--- config.mk ---
export PLATFORM = sky130hd
export DESIGN_NAME = menu_button_pixel_gen
export DESIGN_NICKNAME = d
export VERILOG_FILES = /design/src/rtl/menu_pkg.sv /design/src/rtl/menu_btn_fsm.sv /design/src/rtl/menu_button_pixel_gen.sv
export SDC_FILE = /design/constraint.sdc
export NUM_CORES = 1
export LEC_CHECK = 0
export BUFFER_PORTS_ARGS = -buffer_cell sky130_fd_sc_hd__buf_2
export CAP_MARGIN = 25
export CORE_MARGIN = 3
export CORE_UTILIZATION = 55
export DETAILED_ROUTE_END_ITERATION = 10
export PLACE_DENSITY_LB_ADDON = 0.05
export SYNTH_ARGS = -nofsm -noshare
export SYNTH_HDL_FRONTEND = slang
export SYNTH_SLANG_ARGS = --single-unit
--- constraint.sdc ---
create_clock -name clk -period 8.61 [get_ports clk]
set_clock_uncertainty 0.1 [all_clocks]
set_input_delay 1.722 -clock clk [delete_from_list [all_inputs] [get_ports clk]]
set_output_delay 1.722 -clock clk [all_outputs]
set_load 0.02 [all_outputs]
--- src/rtl/menu_pkg.sv ---
// ---------------------------------------------------------------------------
// menu_pkg
// Shared constants and types for the menu button renderer:
//   - RGB444 colour constants (BLACK, WHITE, TOUCH, CLICK, LOCK_C)
//   - 2-bit background image codes (BG_BLACK, BG_WHITE, BG_BTN, BG_EDGE)
//   - per-button state encoding (btn_state_t)
//   - background image geometry (W, PIXELS)
//   - helpers: rectangle hit test and state-to-colour map
// Optional feature macro: MENU_BTN_LOCK_EN (see menu_button_pixel_gen).
// ---------------------------------------------------------------------------
package menu_pkg;

    localparam logic [11:0] BLACK  = 12'h000;
    localparam logic [11:0] WHITE  = 12'hFFF;
    localparam logic [11:0] TOUCH  = 12'h32E;
    localparam logic [11:0] CLICK  = 12'h3E2;
    localparam logic [11:0] LOCK_C = 12'h2F5;

    localparam logic [1:0] BG_BLACK = 2'd0;
    localparam logic [1:0] BG_WHITE = 2'd1;
    localparam logic [1:0] BG_BTN   = 2'd2;
    localparam logic [1:0] BG_EDGE  = 2'd3;

    localparam int W      = 320;
    localparam int PIXELS = 76800;

    typedef enum logic [1:0] {
        IDLE   = 2'd0,
        HOVER  = 2'd1,
        PRESS  = 2'd2,
        LOCKED = 2'd3
    } btn_state_t;

    // Left/top edges inclusive, right/bottom edges exclusive.
    function automatic logic in_rect(
        input logic [9:0] x,
        input logic [9:0] y,
        input logic [9:0] x0,
        input logic [9:0] x1,
        input logic [9:0] y0,
        input logic [9:0] y1
    );
        return (x >= x0) && (x < x1) && (y >= y0) && (y < y1);
    endfunction

    // LOCKED can only be entered when the lock feature is built in, so in the
    // default build code-2 pixels only ever show BLACK, TOUCH or CLICK.
    function automatic logic [11:0] state_colour(input btn_state_t s);
        case (s)
            HOVER:   return TOUCH;
            PRESS:   return CLICK;
            LOCKED:  return LOCK_C;
            default: return BLACK;
        endcase
    endfunction

endpackage

--- src/rtl/menu_btn_fsm.sv ---
// ---------------------------------------------------------------------------
// menu_btn_fsm
// Hover/press/lock state machine for one menu button, one transition per
// cycle. Emits a registered one-cycle click pulse on PRESS -> HOVER.
// Ports:
//   clk, rst_n   pixel clock, asynchronous active-low reset
//   owns         cursor currently owns this button (priority already resolved)
//   mouse_left   left mouse button level
//   lock         lock request (tied low by the parent when locking is disabled)
//   state        current state (drives the button colour)
//   click        one-cycle click pulse
// Optional feature macro: MENU_BTN_LOCK_EN (gated in the parent).
// ---------------------------------------------------------------------------
module menu_btn_fsm
    import menu_pkg::*;
(
    input  logic       clk,
    input  logic       rst_n,
    input  logic       owns,
    input  logic       mouse_left,
    input  logic       lock,
    output btn_state_t state,
    output logic       click
);

    btn_state_t r_state;
    btn_state_t w_next;
    logic       r_click;
    logic       w_click;

    // NOTE: sequential state uses non-blocking assignments so every register
    // samples the pre-edge values, independent of statement order.
    always_ff @(posedge clk or negedge rst_n) begin
        if (!rst_n) begin
            r_state <= IDLE;
            r_click <= 1'b0;
        end else begin
            r_state <= w_next;
            r_click <= w_click;
        end
    end

    // NOTE: defaults first so every path assigns every output and no latch
    // is inferred.
    always_comb begin
        w_next  = r_state;
        w_click = 1'b0;
        if (lock) begin
            // Lock wins over everything, including a release that would click.
            w_next = LOCKED;
        end else begin
            case (r_state)
                IDLE: begin
                    // A press that started elsewhere must be released before
                    // this button reacts.
                    if (owns && !mouse_left) w_next = HOVER;
                end
                HOVER: begin
                    if (!owns)           w_next = IDLE;
                    else if (mouse_left) w_next = PRESS;
                end
                PRESS: begin
                    if (!owns) begin
                        w_next = IDLE;      // drag-off cancels the click
                    end else if (!mouse_left) begin
                        w_next  = HOVER;
                        w_click = 1'b1;
                    end
                end
                default: w_next = IDLE;     // LOCKED with lock released
            endcase
        end
    end

    assign state = r_state;
    assign click = r_click;

endmodule

--- src/rtl/menu_button_pixel_gen.sv ---
// ---------------------------------------------------------------------------
// menu_button_pixel_gen
// Menu renderer: NUM_BTN clickable buttons drawn over a 320x240 2-bit
// background image that is upscaled 2x to 640x480.
// Ports:
//   clk, rst_n        pixel clock, asynchronous active-low reset
//   h_cnt, v_cnt      current pixel column/row from the VGA counter
//   valid             display-active flag
//   mouse_x, mouse_y  cursor position; mouse_left: left button level
//   btn_lock          per-button lock request (honoured only with the macro)
//   mem_addr          background BRAM address (combinational)
//   mem_data          BRAM code, MEM_LAT cycles after mem_addr
//   pixel_out         registered RGB444 pixel, MEM_LAT+1 cycles after h/v
//   btn_click         one-cycle click pulse per button
//   btn_hover         registered: cursor owns button i
// Optional feature macro: MENU_BTN_LOCK_EN enables btn_lock and the LOCKED
// state; without it btn_lock is ignored.
// ---------------------------------------------------------------------------
module menu_button_pixel_gen
    import menu_pkg::*;
#(
    parameter int                    NUM_BTN = 2,
    parameter int                    MEM_LAT = 1,
    parameter logic [NUM_BTN*10-1:0] BTN_X0  = {10'd220, 10'd220},
    parameter logic [NUM_BTN*10-1:0] BTN_X1  = {10'd420, 10'd420},
    parameter logic [NUM_BTN*10-1:0] BTN_Y0  = {10'd320, 10'd200},
    parameter logic [NUM_BTN*10-1:0] BTN_Y1  = {10'd380, 10'd300}
) (
    input  logic               clk,
    input  logic               rst_n,
    input  logic [9:0]         h_cnt,
    input  logic [9:0]         v_cnt,
    input  logic               valid,
    input  logic [9:0]         mouse_x,
    input  logic [9:0]         mouse_y,
    input  logic               mouse_left,
    input  logic [NUM_BTN-1:0] btn_lock,
    output logic [16:0]        mem_addr,
    input  logic [1:0]         mem_data,
    output logic [11:0]        pixel_out,
    output logic [NUM_BTN-1:0] btn_click,
    output logic [NUM_BTN-1:0] btn_hover
);

    // ---------------- address generator ----------------
    logic [16:0] w_col;
    logic [16:0] w_row;
    logic [16:0] w_sum;

    assign w_col = {8'd0, h_cnt[9:1]};
    assign w_row = {8'd0, v_cnt[9:1]};
    // W = 320 = 256 + 64; the product is truncated to 17 bits exactly like
    // the shift-add form. One conditional subtract is enough for the modulo
    // because a 17-bit sum is always below 2*PIXELS.
    assign w_sum    = w_col + w_row * 17'(W);
    assign mem_addr = (w_sum >= 17'(PIXELS)) ? w_sum - 17'(PIXELS) : w_sum;

    // ---------------- delay pipes (align h/v/valid with mem_data) ----------------
    logic [9:0] r_h_pipe   [MEM_LAT];
    logic [9:0] r_v_pipe   [MEM_LAT];
    logic       r_vld_pipe [MEM_LAT];

    // NOTE: these pipes are a few flops, not RAM, so they are reset; that
    // keeps the first frame after reset black instead of showing stale data.
    always_ff @(posedge clk or negedge rst_n) begin
        if (!rst_n) begin
            for (int i = 0; i < MEM_LAT; i++) begin
                r_h_pipe[i]   <= '0;
                r_v_pipe[i]   <= '0;
                r_vld_pipe[i] <= 1'b0;
            end
        end else begin
            r_h_pipe[0]   <= h_cnt;
            r_v_pipe[0]   <= v_cnt;
            r_vld_pipe[0] <= valid;
            for (int i = 1; i < MEM_LAT; i++) begin
                r_h_pipe[i]   <= r_h_pipe[i-1];
                r_v_pipe[i]   <= r_v_pipe[i-1];
                r_vld_pipe[i] <= r_vld_pipe[i-1];
            end
        end
    end

    logic [9:0] w_h_al;
    logic [9:0] w_v_al;
    logic       w_vld_al;

    assign w_h_al   = r_h_pipe[MEM_LAT-1];
    assign w_v_al   = r_v_pipe[MEM_LAT-1];
    assign w_vld_al = r_vld_pipe[MEM_LAT-1];

    // ---------------- lock gating ----------------
    logic [NUM_BTN-1:0] w_lock;

`ifdef MENU_BTN_LOCK_EN
    assign w_lock = btn_lock;
`else
    logic w_unused_lock;
    assign w_lock        = '0;
    assign w_unused_lock = ^btn_lock;
`endif

    // ---------------- per-button hit tests and FSMs ----------------
    logic [NUM_BTN-1:0] w_mouse_in;
    logic [NUM_BTN-1:0] w_pix_in;
    logic [NUM_BTN-1:0] w_owns;
    logic [NUM_BTN-1:0] w_click;
    btn_state_t         w_state [NUM_BTN];

    for (genvar g = 0; g < NUM_BTN; g++) begin : g_btn
        assign w_mouse_in[g] = in_rect(mouse_x, mouse_y,
                                       BTN_X0[10*g +: 10], BTN_X1[10*g +: 10],
                                       BTN_Y0[10*g +: 10], BTN_Y1[10*g +: 10]);
        assign w_pix_in[g]   = in_rect(w_h_al, w_v_al,
                                       BTN_X0[10*g +: 10], BTN_X1[10*g +: 10],
                                       BTN_Y0[10*g +: 10], BTN_Y1[10*g +: 10]);

        menu_btn_fsm u_fsm (
            .clk        (clk),
            .rst_n      (rst_n),
            .owns       (w_owns[g]),
            .mouse_left (mouse_left),
            .lock       (w_lock[g]),
            .state      (w_state[g]),
            .click      (w_click[g])
        );
    end

    // Priority encoders: scanning from the top index down lets the lowest
    // index overwrite, so overlapping buttons resolve to the lowest index.
    logic [11:0] w_btn_colour;

    always_comb begin
        w_owns       = '0;
        w_btn_colour = BLACK;
        for (int i = NUM_BTN - 1; i >= 0; i--) begin
            if (w_mouse_in[i]) begin
                w_owns    = '0;
                w_owns[i] = 1'b1;
            end
            if (w_pix_in[i]) w_btn_colour = state_colour(w_state[i]);
        end
    end

    // ---------------- pixel mux ----------------
    logic [11:0] w_pixel;

    always_comb begin
        w_pixel = BLACK;
        if (w_vld_al) begin
            case (mem_data)
                BG_WHITE, BG_EDGE: w_pixel = WHITE;
                BG_BTN:            w_pixel = w_btn_colour;
                default:           w_pixel = BLACK;
            endcase
        end
    end

    // ---------------- output registers ----------------
    logic [11:0]        r_pixel;
    logic [NUM_BTN-1:0] r_hover;

    always_ff @(posedge clk or negedge rst_n) begin
        if (!rst_n) begin
            r_pixel <= BLACK;
            r_hover <= '0;
        end else begin
            r_pixel <= w_pixel;
            r_hover <= w_owns;
        end
    end

    assign pixel_out = r_pixel;
    assign btn_hover = r_hover;
    assign btn_click = w_click;     // registered inside each FSM

endmodule

==> impl_metrics.prom, run 1 <==
# TYPE chip_impl_metric gauge
chip_impl_metric{name="seqCellArea",unit="sq um"} 800.8
chip_impl_metric{name="routed-wl-met2",unit="mm"} 2.242
chip_impl_info{name="outcome",value="completed"} 1
chip_impl_metric{name="grt_first_pass_wirelength",unit="mm"} 7.728
chip_impl_metric{name="ant_nets",unit=""} 0
chip_impl_info{name="clk_root_buffer_cell",value="sky130_fd_sc_hd__clkbuf_8"} 1
chip_impl_metric{name="layout-area-overhead-vs-synth",unit="%"} 17.60
chip_impl_metric{name="slew_headroom",unit=""} 0.4491
chip_impl_metric{name="wl_met1",unit="mm"} 2.309
chip_impl_metric{name="flop_to_flop_setup_slack",unit="ns"} 6.55
chip_impl_metric{name="routed_via_density",unit=""} 5.565
chip_impl_metric{name="postCtsResizedCells",unit=""} 0
chip_impl_metric{name="netlist_instances",unit=""} 260
chip_impl_metric{name="async_reset_ff_frac",unit=""} 1.000
chip_impl_metric{name="critical-path-max-stage-delay",unit="ns"} 0.44
chip_impl_info{name="routed.top_layer",value="met4"} 1
chip_impl_metric{name="post_cts_hold_buffer_count",unit=""} 0
chip_impl_info{name="synth.cells.most_frequent",value="32 x sky130_fd_sc_hd__dfrtp_1, 28 x sky130_fd_sc_hd__ha_1, 20 x sky130_fd_sc_hd__nor2_1, 15 x sky130_fd_sc_hd__nand2_1, 14 x sky130_fd_sc_hd__o21ai_0"} 1
chip_impl_metric{name="power.static_leakage",unit="nW"} 1.441
chip_impl_metric{name="synth-edff-count",unit=""} 0
chip_impl_metric{name="post_route_cells_drive_above_1_share",unit=""} 0.3200
chip_impl_metric{name="starting_utilization_of_the_core_area",unit=""} 0.5748
chip_impl_info{name="worstReg2RegStart",value="r_h_pipe[2]$_DFF_PN0_"} 1
chip_impl_info{name="yosysMostFrequentCell",value="sky130_fd_sc_hd__dfrtp_1"} 1
chip_impl_metric{name="synth.cell_area",unit="sq um"} 2537
chip_impl_metric{name="flops_latches_synth",unit=""} 32
chip_impl_metric{name="setup-tns-final",unit="ns"} 0
chip_impl_metric{name="timing.final.max_slew_violations",unit=""} 0
chip_impl_metric{name="gp_congestion",unit=""} 0.7969
chip_impl_metric{name="layout.nets",unit=""} 402
chip_impl_metric{name="design.portCount",unit=""} 81
chip_impl_info{name="setup.worst_path.class",value="input pin to primary output"} 1
chip_impl_metric{name="hold-path-cell-count",unit=""} 2
chip_impl_metric{name="die_w",unit="um"} 73.92
chip_impl_metric{name="nFillCells",unit=""} 360
chip_impl_metric{name="vias_in_the_first_global_route",unit=""} 1838
chip_impl_metric{name="reg2reg_depth",unit=""} 6
chip_impl_metric{name="crit_path_max_fanout",unit=""} 7
chip_impl_metric{name="fmax",unit="MHz"} 145.9
chip_impl_metric{name="fin_worst_hold_slack",unit="ns"} 0.4634
chip_impl_metric{name="rows",unit=""} 24
chip_impl_metric{name="synth.avg_cell_area",unit="sq um"} 9.759
chip_impl_metric{name="synth_fp_nets",unit=""} 338
chip_impl_metric{name="fp.dieArea",unit="sq um"} 5464
chip_impl_info{name="hold_path.startpoint",value="r_vld_pipe$_DFF_PN0_"} 1
chip_impl_metric{name="cp_arrival",unit="ns"} 5.03
chip_impl_metric{name="worst_setup_hold_path_clk_slew",unit="ns"} 0.07
chip_impl_info{name="tritoncts",value="built"} 1
chip_impl_metric{name="vdd_ir_drop_max",unit="mV"} 0.09907
chip_impl_metric{name="multi_input_comb_area",unit="sq um"} 1590
chip_impl_metric{name="postCtsSetupRepairBufs",unit=""} 0
chip_impl_metric{name="synth_cell_types",unit=""} 63
chip_impl_metric{name="clock-sinks",unit=""} 32
chip_impl_info{name="reg2reg_to",value="pixel_out[2]$_DFF_PN0_"} 1
chip_impl_metric{name="hpwlAfterDp",unit="mm"} 3.990
chip_impl_metric{name="required_time_reported_for_the_critical_path_endpoint",unit="ns"} 6.79
chip_impl_info{name="crit_path_top_delay_cell",value="sky130_fd_sc_hd__fa_1"} 1
chip_impl_metric{name="synth.yosys.warnings",unit=""} 0
chip_impl_metric{name="setup_viol_count_final",unit=""} 0
chip_impl_metric{name="vias",unit=""} 2098
chip_impl_metric{name="netlist.area_leader.share",unit=""} 0.3156
chip_impl_metric{name="tritoncts.num_buffers",unit=""} 5
chip_impl_metric{name="largest_net_degree_at_the_start_of_global_routing",unit=""} 33
chip_impl_info{name="path_cells",value="buf_2 > ha_1 > ha_1 > fa_1 > xor2_2 > o2111ai_4 > nor4_4 > nand3_2 > or2_4 > xnor2_2 > a21oi_2 > mux2_4 > buf_2"} 1
chip_impl_metric{name="power.density_cell_area",unit="nW/um^2"} 188.7
chip_impl_metric{name="number_of_antenna_violations_at_the_first_check_in_global_routing",unit=""} 0
chip_impl_metric{name="post-route-drc-count",unit=""} 0
chip_impl_metric{name="first_iter_violations",unit=""} 66
chip_impl_info{name="holdPathEnd",value="pixel_out[3]$_DFF_PN0_"} 1
chip_impl_info{name="synth.largest_area_cell",value="sky130_fd_sc_hd__dfrtp_1"} 1
chip_impl_metric{name="tightestPinTransition",unit="ns"} 0.8214
chip_impl_info{name="synth.top_cells.by_area",value="sky130_fd_sc_hd__dfrtp_1 32%, sky130_fd_sc_hd__ha_1 14%, sky130_fd_sc_hd__buf_4 3.8%"} 1
chip_impl_info{name="end_kind",value="primary output"} 1
chip_impl_metric{name="cap_violations",unit=""} 0
chip_impl_metric{name="io_buffers",unit=""} 72
chip_impl_metric{name="fp.dieH",unit="um"} 73.92
chip_impl_metric{name="met3_length",unit="um"} 217
chip_impl_info{name="synthFlopType",value="sky130_fd_sc_hd__dfrtp_1"} 1
chip_impl_metric{name="final_hold_viol_count",unit=""} 0
chip_impl_info{name="hold_path.class",value="register to register"} 1
chip_impl_metric{name="antennaDiodeCount",unit=""} 0
chip_impl_metric{name="finalWirelength",unit="mm"} 4.818
chip_impl_info{name="grt_setup_unrepaired",value="no"} 1
chip_impl_metric{name="first_pass_iters",unit=""} 4
chip_impl_metric{name="grt_usage",unit=""} 0.1772
chip_impl_metric{name="globalRouteOverflowTotal",unit=""} 0
chip_impl_metric{name="cts_htree_levels",unit=""} 2
chip_impl_info{name="setup.worst_path.start_class",value="input pin"} 1
chip_impl_metric{name="wl_per_cell",unit="um"} 12.78
chip_impl_metric{name="timing.final.crit_share",unit=""} 0.7959
chip_impl_metric{name="period_minus_slack",unit="ns"} 6.853
chip_impl_metric{name="sequential_cell_area_fraction_in_the_yosys_report",unit=""} 0.3156
chip_impl_metric{name="core_region_area",unit="sq um"} 4414
chip_impl_metric{name="clkLatencyLatePin",unit="ns"} 0.28
chip_impl_metric{name="cts-root-to-sink-buffers",unit=""} 2
==> placed cells by master, fill, tap and decap left out, types with 5 or more instances in the layout <==
cell type                  count
sky130_fd_sc_hd__buf_2        72
sky130_fd_sc_hd__ha_1         28
sky130_fd_sc_hd__a21oi_1      11
sky130_fd_sc_hd__dfrtp_1      32
sky130_fd_sc_hd__xnor2_1       5
sky130_fd_sc_hd__a31oi_1       5
sky130_fd_sc_hd__clkbuf_8      7
sky130_fd_sc_hd__a22oi_1       5
sky130_fd_sc_hd__nor3_1       13
sky130_fd_sc_hd__inv_1        11
sky130_fd_sc_hd__nand2_1      15
sky130_fd_sc_hd__nor2_1       20
sky130_fd_sc_hd__o21ai_0      14
sky130_fd_sc_hd__xor2_1        6
==> cell type report <==
type	instances	share of cell area
clock buffers	7	0.03229
clock inverters	1	0.01006
repair buffers	72	0.1208
multi-input cells	202	0.5329
flip-flops and latches	32	0.2683
inverters	11	0.01384
well taps	52	0.02180
==> cell families (layout without fill, tap and decap cells) <==
family	Yosys count	count (layout)	synth area share
adder cells (fa/ha/maj)	30	30	0.1538
XOR/XNOR	14	14	0.05720
multiplexers	3	3	0.01430
buffers and inverters	26	91	0.05769
AO/OA/AOI/OAI	71	71	0.2116
AND/OR/NAND/NOR	84	84	0.1898
flip-flops	32	32	0.3156
==> worst max-delay path, delay by kind of cell <==
family	cells	cell delay, ns
adder cells (fa/ha/maj)	3	0.98
AO/OA/AOI/OAI	2	0.47
AND/OR/NAND/NOR	3	0.71
multiplexers	1	0.32
XOR/XNOR	2	0.54
buffers and inverters	2	0.29
==> registers in the layout, summed over array words and instances (netlist names) <==
name	cells
g_btn.u_fsm.state	4
pixel_out	7
r_v_pipe	8
g_btn.u_fsm.click	2
btn_hover	2
r_vld_pipe	1
r_h_pipe	8
==> per-stage QoR <==
stage	cell area (sq um)	cells	util	power, mW	worst slack [ns]
after floorplan	2537	260	-	0.3522	2.175
after global placement	2858	369	0.6474	0.4071	1.802
after detailed placement	2858	369	0.6474	0.4112	1.759
after CTS	2984	377	0.6760	0.5677	1.745
after global routing	2984	377	0.6760	0.6009	1.551
final	2984	377	0.6760	0.5630	1.757
==> layer usage <==
metal  vias to the layer above  track usage
li1                       1083            -
met4                         0      0.04225
met1                       954       0.2396
met3                         9      0.03830
met2                        52       0.2894
met5                         -            0
==> worst max path at each step <==
stage	start	to	slack, ns
floorplan	v_cnt[2]	mem_addr[12]	2.17
global placement	v_cnt[2]	mem_addr[11]	1.80
detailed placement	v_cnt[2]	mem_addr[11]	1.76
CTS	v_cnt[2]	mem_addr[11]	1.74
global route	v_cnt[2]	mem_addr[11]	1.55
finish	v_cnt[2]	mem_addr[11]	1.76
==> power by group <==
group / total, mW / internal (mW) / switching [mW]
clock network: 0.155 / 0.102 / 0.0530
registers: 0.168 / 0.159 / 0.00838
logic: 0.240 / 0.0983 / 0.142
total: 0.563 / 0.360 / 0.203
Power figures use the tool's default switching activity.
==> run 2: changes to the inputs <==
--- a/config.mk
+++ b/config.mk
@@ -8,7 +8,7 @@
 export BUFFER_PORTS_ARGS = -buffer_cell sky130_fd_sc_hd__buf_2
 export CAP_MARGIN = 25
 export CORE_MARGIN = 3
-export CORE_UTILIZATION = 55
+export CORE_UTILIZATION = 46
 export DETAILED_ROUTE_END_ITERATION = 10
 export PLACE_DENSITY_LB_ADDON = 0.05
 export SYNTH_ARGS = -nofsm -noshare
==> constraint.sdc (replaced) <==
create_clock -name clk -period 6.1 [get_ports clk]
set_clock_uncertainty 0.1 [all_clocks]
set_input_delay 1.22 -clock clk [delete_from_list [all_inputs] [get_ports clk]]
set_output_delay 1.22 -clock clk [all_outputs]
set_load 0.02 [all_outputs]
==> run 2 against run 1 <==
Combinational power is 44% higher; highest routed layer unchanged; critical path depth stayed put; largest cell class unchanged; utilization is 9.4 points lower; via count is 0.86% higher; first-iteration DRC count is 52% lower; total power is 42% higher.
==> impl_metrics.prom, run 2 (synthesis gave the netlist of run 1 again) <==
# TYPE chip_impl_metric gauge
chip_impl_metric{name="grt_usage",unit=""} 0.1645
chip_impl_metric{name="antennaDiodeCount",unit=""} 0
chip_impl_info{name="tritoncts",value="built"} 1
chip_impl_metric{name="postCtsResizedCells",unit=""} 0
chip_impl_metric{name="ant_nets",unit=""} 0
chip_impl_metric{name="flop_to_flop_setup_slack",unit="ns"} 4.08
chip_impl_metric{name="final_core_utilization",unit=""} 0.5820
chip_impl_metric{name="vdd_ir_drop_max",unit="mV"} 0.1699
chip_impl_metric{name="post-route-drc-count",unit=""} 0
chip_impl_metric{name="nFillCells",unit=""} 483
chip_impl_metric{name="vias",unit=""} 2116
chip_impl_metric{name="die_w",unit="um"} 80.27
chip_impl_metric{name="grt_first_pass_wirelength",unit="mm"} 8.445
chip_impl_metric{name="layout.nets",unit=""} 405
chip_impl_metric{name="setup-tns-final",unit="ns"} 0
chip_impl_info{name="reg2reg_to",value="pixel_out[2]$_DFF_PN0_"} 1
chip_impl_metric{name="routed_via_density",unit=""} 5.317
chip_impl_metric{name="final_cells",unit=""} 398
chip_impl_metric{name="first_pass_iters",unit=""} 4
chip_impl_info{name="setup.worst_path.class",value="input pin to primary output"} 1
chip_impl_metric{name="power.static_leakage",unit="nW"} 1.455
chip_impl_metric{name="period_minus_slack",unit="ns"} 5.807
chip_impl_metric{name="io_buffers",unit=""} 72
chip_impl_info{name="clk_root_buffer_cell",value="sky130_fd_sc_hd__clkbuf_8"} 1
chip_impl_metric{name="post-layout-total-power",unit="mW"} 0.7988
chip_impl_metric{name="design.portCount",unit=""} 81
chip_impl_metric{name="required_time_reported_for_the_critical_path_endpoint",unit="ns"} 4.78
chip_impl_metric{name="starting_utilization_of_the_core_area",unit=""} 0.4875
chip_impl_metric{name="clock-sinks",unit=""} 32
chip_impl_metric{name="globalRouteOverflowTotal",unit=""} 0
chip_impl_metric{name="dp.cells",unit=""} 390
chip_impl_info{name="most-common-layout-cells",value="72 x sky130_fd_sc_hd__buf_2, 32 x sky130_fd_sc_hd__dfrtp_1, 28 x sky130_fd_sc_hd__ha_1, 20 x sky130_fd_sc_hd__nor2_1, 15 x sky130_fd_sc_hd__nand2_1"} 1
chip_impl_metric{name="slew_headroom",unit=""} 0.5646
chip_impl_info{name="outcome",value="completed"} 1
chip_impl_metric{name="final_critical_path_setup_slack",unit="ns"} 0.2927
chip_impl_info{name="worstReg2RegStart",value="r_h_pipe[2]$_DFF_PN0_"} 1
chip_impl_metric{name="cts_htree_levels",unit=""} 2
chip_impl_metric{name="worst_setup_hold_path_clk_slew",unit="ns"} 0.07
chip_impl_metric{name="setup_viol_count_final",unit=""} 0
chip_impl_info{name="grt_setup_unrepaired",value="no"} 1
chip_impl_metric{name="first_iter_violations",unit=""} 32
chip_impl_metric{name="cap_violations",unit=""} 0
chip_impl_metric{name="tightestPinTransition",unit="ns"} 0.6531
chip_impl_metric{name="seqCellArea",unit="sq um"} 800.8
chip_impl_metric{name="post_route_cells_drive_above_1_share",unit=""} 0.3262
chip_impl_metric{name="crit_path_max_fanout",unit=""} 7
chip_impl_metric{name="timing.final.max_slew_violations",unit=""} 0
chip_impl_metric{name="core_region_area",unit="sq um"} 5205
chip_impl_metric{name="wl_per_cell",unit="um"} 12.42
chip_impl_metric{name="final_hold_viol_count",unit=""} 0
chip_impl_metric{name="number_of_antenna_violations_at_the_first_check_in_global_routing",unit=""} 0
chip_impl_metric{name="hpwlAfterDp",unit="mm"} 4.139
chip_impl_metric{name="clkLatencyLatePin",unit="ns"} 0.28
chip_impl_metric{name="vias_in_the_first_global_route",unit=""} 1929
chip_impl_metric{name="postCtsSetupRepairBufs",unit=""} 0
chip_impl_metric{name="finalWirelength",unit="mm"} 4.943
chip_impl_metric{name="post_cts_hold_buffer_count",unit=""} 0
chip_impl_metric{name="timing.final.crit_share",unit=""} 0.9520
chip_impl_metric{name="fp.dieArea",unit="sq um"} 6443
chip_impl_info{name="final_common_cell",value="sky130_fd_sc_hd__buf_2"} 1
chip_impl_metric{name="multi_input_comb_area",unit="sq um"} 1590
chip_impl_metric{name="setup_slack_at_placement",unit="ns"} 0.2818
chip_impl_metric{name="tritoncts.num_buffers",unit=""} 5
chip_impl_metric{name="cp_arrival",unit="ns"} 4.49
chip_impl_info{name="holdPathEnd",value="pixel_out[3]$_DFF_PN0_"} 1
chip_impl_metric{name="gp_congestion",unit=""} 0.8041
chip_impl_metric{name="layout-area-overhead-vs-synth",unit="%"} 19.38
chip_impl_metric{name="rows",unit=""} 26
chip_impl_info{name="hold_path.startpoint",value="r_vld_pipe$_DFF_PN0_"} 1
chip_impl_info{name="hold_path.class",value="register to register"} 1
chip_impl_metric{name="fmax",unit="MHz"} 172.2
chip_impl_metric{name="cts-root-to-sink-buffers",unit=""} 2
chip_impl_metric{name="fp.dieH",unit="um"} 80.27
chip_impl_info{name="end_kind",value="primary output"} 1
chip_impl_metric{name="hold-path-cell-count",unit=""} 2
chip_impl_metric{name="largest_net_degree_at_the_start_of_global_routing",unit=""} 33
chip_impl_info{name="setup.worst_path.start_class",value="input pin"} 1
chip_impl_metric{name="reg2reg_depth",unit=""} 6
chip_impl_metric{name="power.density_cell_area",unit="nW/um^2"} 263.7
-- run 2: changes by cell type in the layout (fill, tap and decap cells not counted) --
cell,before,now
sky130_fd_sc_hd__buf_4,0,3
-- run 2: worst max path at each step --
stage | cells after the start | from | slack [ns] | endpoint
after floorplan | 11 | v_cnt[2] | 0.67 | mem_addr[12]
after global placement | 13 | v_cnt[2] | 0.32 | mem_addr[11]
after detailed placement | 13 | v_cnt[2] | 0.28 | mem_addr[11]
after CTS | 13 | v_cnt[2] | 0.27 | mem_addr[11]
after global routing | 13 | v_cnt[2] | 0.11 | mem_addr[11]
final | 13 | v_cnt[2] | 0.29 | mem_addr[11]
-- run 2: critical path, cell delays in order --
cell and delay (ns):
sky130_fd_sc_hd__buf_2 0.13, sky130_fd_sc_hd__ha_1 0.30, sky130_fd_sc_hd__ha_1 0.24, sky130_fd_sc_hd__fa_1 0.44, sky130_fd_sc_hd__xor2_2 0.36, sky130_fd_sc_hd__o2111ai_4 0.21
sky130_fd_sc_hd__nor4_4 0.29, sky130_fd_sc_hd__nand3_2 0.14, sky130_fd_sc_hd__or2_4 0.30, sky130_fd_sc_hd__xnor2_2 0.17, sky130_fd_sc_hd__a21oi_2 0.21, sky130_fd_sc_hd__mux2_4 0.32
sky130_fd_sc_hd__buf_2 0.16
-- run 2: cell type report --
type                    instances  share of cell area
well taps                      70             0.02891
repair buffers                 75              0.1264
inverters                      11             0.01363
clock buffers                   7             0.03180
multi-input cells             202              0.5250
flip-flops and latches         32              0.2644
clock inverters                 1            0.009913
-- run 2: stage by stage --
step	hold slack, ns	instance area [sq um]
2_1_floorplan	0.3976	2537
3_3_place_gp	0.4399	2903
3_5_place_dp	0.4386	2903
4_1_cts	0.4498	3029
5_1_grt	0.4994	3029
6_report	0.4516	3029
-- run 2: layer usage --
metal | vias to the layer above | global-route usage | part of all wire
li1 | 1085 | - | -
met1 | 973 | 0.2288 | 0.48
met2 | 53 | 0.2566 | 0.45
met3 | 5 | 0.02242 | 0.049
met4 | 0 | 0.06588 | 0.017
met5 | - | 0 | 0
-- run 2: power breakdown --
part	internal, mW	switching, mW	total [mW]
Combinational	0.145	0.201	0.346
Sequential	0.225	0.0120	0.237
Clock	0.144	0.0719	0.216
Total	0.514	0.285	0.799
==> run 3: changes to the inputs <==
--- a/config.mk
+++ b/config.mk
@@ -11,6 +11,7 @@
 export CORE_UTILIZATION = 46
 export DETAILED_ROUTE_END_ITERATION = 10
 export PLACE_DENSITY_LB_ADDON = 0.05
+export SETUP_SLACK_MARGIN = 0.02
 export SYNTH_ARGS = -nofsm -noshare
 export SYNTH_HDL_FRONTEND = slang
 export SYNTH_SLANG_ARGS = --single-unit
==> constraint.sdc (replaced) <==
create_clock -name clk -period 6.1 [get_ports clk]
set_clock_uncertainty 0.1 [all_clocks]
set_input_delay 1.22 -clock clk [delete_from_list [all_inputs] [get_ports clk]]
set_output_delay 1.22 -clock clk [all_outputs]
set_load 0.01 [all_outputs]
==> run 3 against run 2 <==
Utilization decreased by 0.29 points; clock power decreased by 8%; critical path depth unchanged; worst setup slack improved by 0.024 ns; combinational power decreased by 7.5%; non-clock buffer count unchanged; worst hold slack got worse by 0.011 ns; final cell count unchanged; sequential cell count unchanged; total power decreased by 5.6%; first-iteration DRC count increased by 16%; critical endpoint unchanged; largest cell class unchanged.
==> impl_metrics.prom, run 3 (synthesis gave the netlist of run 1 again) <==
# TYPE chip_impl_metric gauge
chip_impl_metric{name="design.portCount",unit=""} 81
chip_impl_metric{name="layout.nets",unit=""} 405
chip_impl_metric{name="routed_via_density",unit=""} 5.339
chip_impl_metric{name="placed_area",unit="sq um"} 2903
chip_impl_metric{name="largest_net_degree_at_the_start_of_global_routing",unit=""} 33
chip_impl_metric{name="required_time_reported_for_the_critical_path_endpoint",unit="ns"} 4.78
chip_impl_metric{name="fp.dieArea",unit="sq um"} 6443
chip_impl_metric{name="vdd_ir_drop_max",unit="mV"} 0.1343
chip_impl_metric{name="setup_slack_at_placement",unit="ns"} 0.2930
chip_impl_metric{name="final_core_utilization",unit=""} 0.5791
chip_impl_metric{name="post-layout-total-power",unit="mW"} 0.7544
chip_impl_metric{name="io_buffers",unit=""} 72
chip_impl_metric{name="timing.final.crit_share",unit=""} 0.9481
chip_impl_info{name="hold_path.class",value="register to register"} 1
chip_impl_info{name="hold_path.startpoint",value="r_vld_pipe$_DFF_PN0_"} 1
chip_impl_info{name="clk_root_buffer_cell",value="sky130_fd_sc_hd__clkbuf_8"} 1
chip_impl_metric{name="grt_first_pass_wirelength",unit="mm"} 8.466
chip_impl_metric{name="timing.final.max_slew_violations",unit=""} 0
chip_impl_info{name="setup.worst_path.class",value="input pin to primary output"} 1
chip_impl_metric{name="die_w",unit="um"} 80.27
chip_impl_metric{name="final_critical_path_setup_slack",unit="ns"} 0.3169
chip_impl_metric{name="finalWirelength",unit="mm"} 4.973
chip_impl_metric{name="hold-path-cell-count",unit=""} 2
chip_impl_metric{name="slew_headroom",unit=""} 0.5495
chip_impl_metric{name="wl_met1",unit="mm"} 2.412
chip_impl_metric{name="crit_buf_inv",unit=""} 2
chip_impl_metric{name="antennaDiodeCount",unit=""} 0
chip_impl_metric{name="postCtsResizedCells",unit=""} 0
chip_impl_metric{name="layout-area-overhead-vs-synth",unit="%"} 18.79
chip_impl_metric{name="setup-tns-final",unit="ns"} 0
chip_impl_info{name="tritoncts",value="built"} 1
chip_impl_info{name="crit_path_top_delay_cell",value="sky130_fd_sc_hd__fa_1"} 1
chip_impl_metric{name="first_iter_violations",unit=""} 37
chip_impl_metric{name="met3_length",unit="um"} 244
chip_impl_metric{name="tightestPinTransition",unit="ns"} 0.6758
chip_impl_metric{name="cts-root-to-sink-buffers",unit=""} 2
chip_impl_metric{name="routed-wl-met2",unit="mm"} 2.248
chip_impl_metric{name="ant_nets",unit=""} 0
chip_impl_metric{name="period_minus_slack",unit="ns"} 5.783
chip_impl_metric{name="vias",unit=""} 2125
chip_impl_metric{name="worst_setup_hold_path_clk_slew",unit="ns"} 0.07
chip_impl_metric{name="setup_viol_count_final",unit=""} 0
chip_impl_metric{name="flop_to_flop_setup_slack",unit="ns"} 4.04
chip_impl_metric{name="post-route-drc-count",unit=""} 0
chip_impl_metric{name="power.density_cell_area",unit="nW/um^2"} 250.3
chip_impl_metric{name="postCtsSetupRepairBufs",unit=""} 0
chip_impl_info{name="worstReg2RegStart",value="r_h_pipe[2]$_DFF_PN0_"} 1
chip_impl_metric{name="reg2reg_depth",unit=""} 6
chip_impl_metric{name="final_area",unit="sq um"} 3014
chip_impl_info{name="routed.top_layer",value="met4"} 1
chip_impl_metric{name="wl_per_cell",unit="um"} 12.49
chip_impl_info{name="setup.worst_path.start_class",value="input pin"} 1
chip_impl_metric{name="cts_htree_levels",unit=""} 2
chip_impl_metric{name="critical-path-max-stage-delay",unit="ns"} 0.44
chip_impl_metric{name="nFillCells",unit=""} 485
chip_impl_metric{name="cap_violations",unit=""} 0
chip_impl_metric{name="core_region_area",unit="sq um"} 5205
chip_impl_info{name="most-common-layout-cells",value="72 x sky130_fd_sc_hd__buf_2, 32 x sky130_fd_sc_hd__dfrtp_1, 28 x sky130_fd_sc_hd__ha_1, 20 x sky130_fd_sc_hd__nor2_1, 15 x sky130_fd_sc_hd__nand2_1"} 1
chip_impl_metric{name="vias_in_the_first_global_route",unit=""} 1941
chip_impl_metric{name="tritoncts.num_buffers",unit=""} 5
chip_impl_metric{name="number_of_antenna_violations_at_the_first_check_in_global_routing",unit=""} 0
chip_impl_metric{name="fmax",unit="MHz"} 172.9
chip_impl_metric{name="grt_usage",unit=""} 0.1647
chip_impl_info{name="end_kind",value="primary output"} 1
chip_impl_metric{name="clkLatencyLatePin",unit="ns"} 0.28
chip_impl_metric{name="post_cts_hold_buffer_count",unit=""} 0
chip_impl_metric{name="final_hold_viol_count",unit=""} 0
chip_impl_metric{name="globalRouteOverflowTotal",unit=""} 0
chip_impl_info{name="holdPathEnd",value="pixel_out[4]$_DFF_PN0_"} 1
chip_impl_metric{name="hpwlAfterDp",unit="mm"} 4.131
chip_impl_metric{name="fp.dieH",unit="um"} 80.27
chip_impl_metric{name="starting_utilization_of_the_core_area",unit=""} 0.4875
chip_impl_info{name="reg2reg_to",value="pixel_out[2]$_DFF_PN0_"} 1
chip_impl_info{name="final_common_cell",value="sky130_fd_sc_hd__buf_2"} 1
chip_impl_metric{name="crit_path_max_fanout",unit=""} 7
chip_impl_info{name="timing.critical_path.max_delay_family",value="adder cells"} 1
chip_impl_info{name="outcome",value="completed"} 1
chip_impl_metric{name="cp_arrival",unit="ns"} 4.46
chip_impl_metric{name="rows",unit=""} 26
chip_impl_info{name="grt_setup_unrepaired",value="no"} 1
chip_impl_metric{name="post_route_cells_drive_above_1_share",unit=""} 0.3262
chip_impl_metric{name="power.static_leakage",unit="nW"} 1.445
chip_impl_info{name="path_cells",value="buf_2 > ha_1 > ha_1 > fa_1 > xor2_2 > o2111ai_4 > nor4_4 > nand3_2 > or2_4 > xnor2_2 > a21oi_2 > mux2_4 > buf_2"} 1
chip_impl_metric{name="gp_congestion",unit=""} 0.8036
chip_impl_metric{name="clock-sinks",unit=""} 32
chip_impl_metric{name="first_pass_iters",unit=""} 6
[run 3: cell count changes in the layout (fill, tap and decap cells not counted)]
| cell | change |
|---|---|
| sky130_fd_sc_hd__clkinv_2 | +1 |
| sky130_fd_sc_hd__clkbuf_8 | -2 |
| sky130_fd_sc_hd__clkinvlp_4 | +1 |
[run 3: metrics by stage]
step / instances / hold WS (ns)
floorplan: 260 / 0.3976
detailed placement: 390 / 0.4386
global route: 398 / 0.4993
CTS: 398 / 0.4514
global placement: 390 / 0.4399
finish: 398 / 0.4408
[run 3: worst register-to-register path, stage by stage, from the launching register on]
cell	delay [ns]
sky130_fd_sc_hd__dfrtp_1	0.37
sky130_fd_sc_hd__o31a_1	0.29
sky130_fd_sc_hd__o21ai_0	0.14
sky130_fd_sc_hd__a21oi_1	0.13
sky130_fd_sc_hd__nor3_1	0.53
sky130_fd_sc_hd__nand2_1	0.12
sky130_fd_sc_hd__a31o_2	0.26
[run 3: area by class of cell]
| cell class | instances | area (sq um) | area share |
|---|---|---|---|
| sequential | 32 | 800.8 | 0.2657 |
| tap | 70 | 87.58 | 0.02906 |
| clock buffer | 5 | 68.82 | 0.02283 |
| timing repair buffer | 75 | 382.9 | 0.1270 |
| inverter | 11 | 41.29 | 0.01370 |
| multi-input combinational | 202 | 1590 | 0.5276 |
| clock inverter | 3 | 42.54 | 0.01411 |
[run 3: how the worst max path moves through the flow]
stage                     startpoint      endpoint  slack [ns]  cells past startpoint
final                       v_cnt[2]  mem_addr[11]        0.32                     13
after global routing        v_cnt[2]  mem_addr[11]        0.14                     13
after CTS                   v_cnt[2]  mem_addr[11]        0.29                     13
after detailed placement    v_cnt[2]  mem_addr[11]        0.29                     13
after global placement      v_cnt[2]  mem_addr[11]        0.34                     13
after floorplan             v_cnt[2]  mem_addr[11]        0.77                     11
[run 3: metal layers]
layer,global-route usage,vias up
li1,-,1096
met4,0.06081,0
met1,0.2281,967
met2,0.2575,55
met5,0,-
met3,0.02691,7
[run 3: power by group]
| part | switching, mW | total (mW) | internal (mW) |
|---|---|---|---|
| clock network | 0.0770 | 0.198 | 0.121 |
| registers | 0.0118 | 0.237 | 0.225 |
| logic | 0.176 | 0.320 | 0.144 |
| total | 0.265 | 0.754 | 0.490 |
